==> src/rtl/uart_frame_loader.sv <==
// uart_frame_loader: parses a framed UART byte stream (header, RGB565 pixels,
// 8-bit checksum) into the back bank of a double-buffered pixel RAM. After a
// good checksum the displayed bank is swapped on the next vertical sync, so the
// scan-out never shows a partially written frame.
module uart_frame_loader #(
  parameter int         PIX_NUM     = 65536,
  parameter int         ADDR_W      = 16,
  parameter int         TIMEOUT_CYC = 5000000,
  parameter logic [7:0] HDR0        = 8'hA5,
  parameter logic [7:0] HDR1        = 8'h5A
) (
  input  logic              clk,
  input  logic              rst,
  input  logic [7:0]        rx_data,
  input  logic              rx_done,
  input  logic              vsync_pulse,
  output logic              ram_wren,
  output logic [ADDR_W:0]   ram_wraddr,
  output logic [15:0]       ram_wrdata,
  output logic              disp_bank,
  output logic              busy,
  output logic              frame_ok,
  output logic              frame_err,
  output logic              LED
);

  localparam int              TMO_W    = $clog2(TIMEOUT_CYC) + 1;
  localparam logic [TMO_W-1:0] TMO_LAST = TMO_W'(TIMEOUT_CYC - 1);
  localparam logic [ADDR_W-1:0] PIX_LAST = ADDR_W'(PIX_NUM - 1);

  typedef enum logic [2:0] {
    S_IDLE      = 3'd0,
    S_HDR       = 3'd1,
    S_PIX_HI    = 3'd2,
    S_PIX_LO    = 3'd3,
    S_CKSUM     = 3'd4,
    S_SWAP_WAIT = 3'd5
  } state_t;

  state_t              state_q;
  logic [ADDR_W-1:0]   pix_cnt_q;
  logic [7:0]          cksum_q;
  logic [7:0]          hi_q;
  logic [TMO_W-1:0]    tmo_q;
  logic                wren_q;
  logic [ADDR_W:0]     wraddr_q;
  logic [15:0]         wrdata_q;
  logic                disp_bank_q;
  logic                busy_q;
  logic                frame_ok_q;
  logic                frame_err_q;
  logic                led_q;

  logic                timed_d;
  logic                tmo_expired_d;

  // Timeout is only armed while a frame is being received; a byte arriving on
  // the expiry cycle takes priority over the timeout.
  always_comb begin
    timed_d       = (state_q == S_HDR) || (state_q == S_PIX_HI) ||
                    (state_q == S_PIX_LO) || (state_q == S_CKSUM);
    tmo_expired_d = timed_d && !rx_done && (tmo_q == TMO_LAST);
  end

  // Frame parser FSM with registered outputs, timeout counter and bank swap.
  always_ff @(posedge clk or posedge rst) begin
    if (rst) begin
      state_q     <= S_IDLE;
      pix_cnt_q   <= '0;
      cksum_q     <= 8'h00;
      hi_q        <= 8'h00;
      tmo_q       <= '0;
      wren_q      <= 1'b0;
      wraddr_q    <= '0;
      wrdata_q    <= 16'h0000;
      disp_bank_q <= 1'b0;
      busy_q      <= 1'b0;
      frame_ok_q  <= 1'b0;
      frame_err_q <= 1'b0;
      led_q       <= 1'b0;
    end else begin
      wren_q      <= 1'b0;
      frame_ok_q  <= 1'b0;
      frame_err_q <= 1'b0;

      if (!timed_d || rx_done || tmo_expired_d) begin
        tmo_q <= '0;
      end else begin
        tmo_q <= tmo_q + TMO_W'(1);
      end

      if (tmo_expired_d) begin
        frame_err_q <= 1'b1;
        state_q     <= S_IDLE;
        busy_q      <= 1'b0;
      end else begin
        case (state_q)
          S_IDLE: begin
            if (rx_done && (rx_data == HDR0)) begin
              state_q <= S_HDR;
              busy_q  <= 1'b1;
            end
          end
          S_HDR: begin
            if (rx_done) begin
              if (rx_data == HDR1) begin
                pix_cnt_q <= '0;
                cksum_q   <= 8'h00;
                state_q   <= S_PIX_HI;
              end else if (rx_data == HDR0) begin
                state_q <= S_HDR;
              end else begin
                state_q <= S_IDLE;
                busy_q  <= 1'b0;
              end
            end
          end
          S_PIX_HI: begin
            if (rx_done) begin
              hi_q    <= rx_data;
              cksum_q <= cksum_q + rx_data;
              state_q <= S_PIX_LO;
            end
          end
          S_PIX_LO: begin
            if (rx_done) begin
              cksum_q   <= cksum_q + rx_data;
              wren_q    <= 1'b1;
              wrdata_q  <= {hi_q, rx_data};
              wraddr_q  <= {~disp_bank_q, pix_cnt_q};
              // Natural wrap of the ADDR_W-bit counter keeps writes in-bank.
              pix_cnt_q <= pix_cnt_q + ADDR_W'(1);
              if (pix_cnt_q == PIX_LAST) begin
                state_q <= S_CKSUM;
              end else begin
                state_q <= S_PIX_HI;
              end
            end
          end
          S_CKSUM: begin
            if (rx_done) begin
              if (rx_data == cksum_q) begin
                state_q <= S_SWAP_WAIT;
              end else begin
                frame_err_q <= 1'b1;
                state_q     <= S_IDLE;
                busy_q      <= 1'b0;
              end
            end
          end
          S_SWAP_WAIT: begin
            // Incoming bytes are dropped here; only vsync moves us on.
            if (vsync_pulse) begin
              disp_bank_q <= ~disp_bank_q;
              frame_ok_q  <= 1'b1;
              led_q       <= ~led_q;
              state_q     <= S_IDLE;
              busy_q      <= 1'b0;
            end
          end
          default: begin
            state_q <= S_IDLE;
            busy_q  <= 1'b0;
          end
        endcase
      end
    end
  end

  assign ram_wren   = wren_q;
  assign ram_wraddr = wraddr_q;
  assign ram_wrdata = wrdata_q;
  assign disp_bank  = disp_bank_q;
  assign busy       = busy_q;
  assign frame_ok   = frame_ok_q;
  assign frame_err  = frame_err_q;
  assign LED        = led_q;

endmodule

==> config.mk <==
export PLATFORM = sky130hd
export DESIGN_NAME = uart_frame_loader
export DESIGN_NICKNAME = d
export VERILOG_FILES = /design/src/rtl/uart_frame_loader.sv
export SDC_FILE = /design/constraint.sdc
export NUM_CORES = 1
export LEC_CHECK = 0
export ABC_AREA = 1
export BUFFER_PORTS_ARGS = -buffer_cell sky130_fd_sc_hd__buf_4
export CAP_MARGIN = 40
export CORE_MARGIN = 4
export CORE_UTILIZATION = 55
export CTS_BUF_LIST = sky130_fd_sc_hd__clkbuf_8
export CTS_CLUSTER_DIAMETER = 60
export DETAILED_ROUTE_END_ITERATION = 16
export GPL_TIMING_DRIVEN = 0
export MAX_ROUTING_LAYER = met4
export PLACE_DENSITY = 0.78
export SLEW_MARGIN = 10
export SYNTH_ARGS = -nofsm -noshare
export SYNTH_HDL_FRONTEND = slang
export SYNTH_SLANG_ARGS = --single-unit
==> constraint.sdc <==
create_clock -name clk -period 3.43 [get_ports clk]
set_clock_uncertainty 0.05 [all_clocks]
set_input_delay 0.686 -clock clk [delete_from_list [all_inputs] [get_ports clk]]
set_output_delay 0.686 -clock clk [all_outputs]
set_load 0.1 [all_outputs]
==> results.py <==
metrics = {
    "status": {
        "outcome": "finished clean",
    },
    "place": {
        "place_congestion": 0.978,
        "post_dp_cell_area_um2": 5910,
        "dpl.hpwl_mm": 9.06,
        "dpl.cell_count": 845,
        "io_buffers": 50,
        "post-place-ws_ns": 1.19,
    },
    "layout": {
        "drive_gt1_share_pct": 19.7,
        "syn_to_final_growth_pct": 14.7,
        "final_cells": 861,
        "finalInstanceArea_um2": 6130,
        "fin_nets": 749,
        "final_cell_mix": "nand2_1 (189), dfrtp_1 (98), nor2_1 (73)",
        "antenna_cells": 0,
        "final_common_cell": "nand2_1",
    },
    "critical_path": {
        "cp.required_ns": 3.65,
        "reg2regPathDepth": 8,
        "path_cells": "ha_1 > nand2_2 > nor2_4 > nand2_1 > nor3_1 > nand3_1 > xor2_1 > nor2_1",
        "regToRegSetupSlack_ns": 1.41,
        "critPathBufInv": 0,
        "worstPathArrival_ns": 2.24,
        "start_kind": "register",
        "worst_path_max_delay_cell": "dfrtp_1",
        "r2r_start": "tmo_q[0]",
        "r2r-end": "tmo_q[16]",
        "critPathKind": "reg -> reg",
        "slowest_delay_ns": 0.48,
        "cp_max_fo": 6,
        "cp-end-kind": "register",
        "cp_top_family": "simple AND/OR/NAND/NOR gates",
    },
    "synthesis": {
        "netlist_instances": 665,
        "syn_avg_cell_area_um2": 8.04,
        "ys_warn_count": 0,
        "ys_types": 34,
        "synth_nets": 687,
        "synth_seq_cells": 98,
        "synth_area_um2": 5350,
        "ys_seq_area_share_pct": 45.9,
    },
    "clocking": {
        "cts.sinks": 98,
        "post_cts_buffers": 0,
        "cts_tree": "done",
        "clock_path_buffers": 2,
        "postCtsResizedCells": 0,
        "clk_pin_slew_worst_paths_ns": 0.10,
        "htree_levels": 3,
        "cts.hold.buffers_added": 0,
        "cts_root_buf": "clkbuf_8",
        "cts_buffers": 9,
        "insertion_delay_ns": 0.37,
    },
    "floorplan": {
        "row_count": 35,
        "core_um2": 9370,
        "initial_core_util_pct": 57.1,
        "die_w_um": 107,
        "die-area_um2": 11400,
        "die_h_um": 107,
        "io_pins": 51,
    },
    "drt": {
        "drc_errors": 0,
        "vias_per_cell": 5.24,
        "ant_nets": 0,
        "first_pass_iters": 6,
        "wirelength_mm": 11.8,
        "vias": 4509,
        "wl_per_cell_um": 13.7,
        "drt_iter0_markers": 208,
    },
    "global_route": {
        "grt_max_degree": 63,
        "grt_overflow": 0,
        "grt_pass1_wl_mm": 20.4,
        "antenna_found_initial": 0,
        "first_global_vias": 4366,
        "grt_usage_pct": 22.8,
    },
    "timing": {
        "setup_ws_ns": 1.41,
        "tns_ns": 0,
        "min_period_ns": 2.02,
        "finalHoldViolCount": 0,
        "timing.hold.ws_ns": 0.283,
        "drv_slew": 0,
        "fmax_mhz": 494,
        "slew_headroom_pct": 63.7,
        "grt_setup_unrepaired": "no",
        "setup_viol": 0,
        "fin_crit_sh_pct": 59.0,
        "tightest_slew_ns": 0.544,
    },
    "job": {
        "cap_viol_max_count": 0,
    },
    "pwr": {
        "power_density_nw_per_um2": 710,
        "peakVddDrop_mv": 0.775,
        "p_leak_uw": 0.00287,
    },
    "worst_hold_path": {
        "hp-class": "in -> async",
    },
}
==> cells by family after synthesis <==
| family | count (synthesis) | share of synthesized area [%] |
|---|---|---|
| simple gates | 384 | 32.8 |
| compound gates | 73 | 8.63 |
| flops | 98 | 45.9 |
| xor+xnor | 17 | 2.78 |
| fa+ha+maj | 10 | 2.48 |
| buf+inv | 83 | 7.46 |
==> stage by stage <==
| step | utilization (%) | power (uW) |
|---|---|---|
| floorplan | - | 3140 |
| global placement | 62.8 | 3540 |
| detailed placement | 63.1 | 3570 |
| CTS | 65.4 | 4390 |
| global route | 65.4 | 4570 |
| finish | 65.4 | 4350 |
==> metal layers <==
metal	vias to the layer above	routed length, um	share of wire [%]	track usage [%]
li1	2277	-	-	-
met1	2108	5490	46	31.3
met2	105	5620	48	35.3
met3	19	495	4.2	3.49
met4	0	212	1.8	6.94
met5	-	0	0	-
==> layout make-up <==
class | count | area (um^2)
timing repair buffer | 51 | 403
buffer | 18 | 155
sequential | 98 | 2450
tap | 129 | 161
inverter | 65 | 246
clock buffer | 9 | 124
clock inverter | 7 | 93.8
fill | 838 | 3240
multi-input combinational | 484 | 2500
==> cell usage after synthesis <==
cell type,n,area (um^2)
nand2_1,189,709
dfrtp_1,98,2450
nor2_1,73,274
inv_1,57,214
nand3_1,54,270
o21ai_0,24,120
o21ai_2,24,210
nand4_1,20,125
o21ai_1,17,85.1
nor3_1,13,65.1
nand2_2,11,68.8
ha_1,9,113
xnor2_1,9,78.8
inv_2,8,30.0
xor2_1,8,70.1
a21oi_1,6,30.0
buf_6,6,67.6
nor2_4,6,67.6
or2_2,5,31.3
clkbuf_1,4,15.0
buf_2,3,15.0
buf_4,3,22.5
nand3_4,3,52.6
nor3_2,3,30.0
nor3b_1,3,22.5
buf_12,1,20.0
buf_8,1,15.0
fa_1,1,20.0
nand3b_1,1,7.51
nor2_2,1,6.26
nor3_4,1,16.3
o21a_1,1,7.51
o221ai_1,1,8.76
or2_1,1,6.26
==> state kept, by name (all words and copies together) (netlist names) <==
register	count
busy	1
state_q	3
frame_err	1
tmo_q	24
ram_wraddr	17
disp_bank	1
LED	1
ram_wren	1
hi_q	8
cksum_q	8
pix_cnt_q	16
frame_ok	1
ram_wrdata	16
==> worst max-delay path by stage <==
stage | end | startpoint | cells past startpoint
detailed placement | cksum_q[5] | rx_data[2] | 8
global placement | cksum_q[2] | rst | 2
floorplan | LED | rst | 1
finish | tmo_q[16] | tmo_q[0] | 8
CTS | tmo_q[16] | tmo_q[0] | 8
global route | tmo_q[16] | tmo_q[0] | 8
==> where the power goes <==
part           switching, uW  leakage, uW  total (uW)  internal, uW
combinational           1600      0.00144        2050           448
clock                    450     0.000107         808           359
sequential               144      0.00132        1500          1350
total                   2190      0.00287        4350          2160
Power figures use the tool's default switching activity.
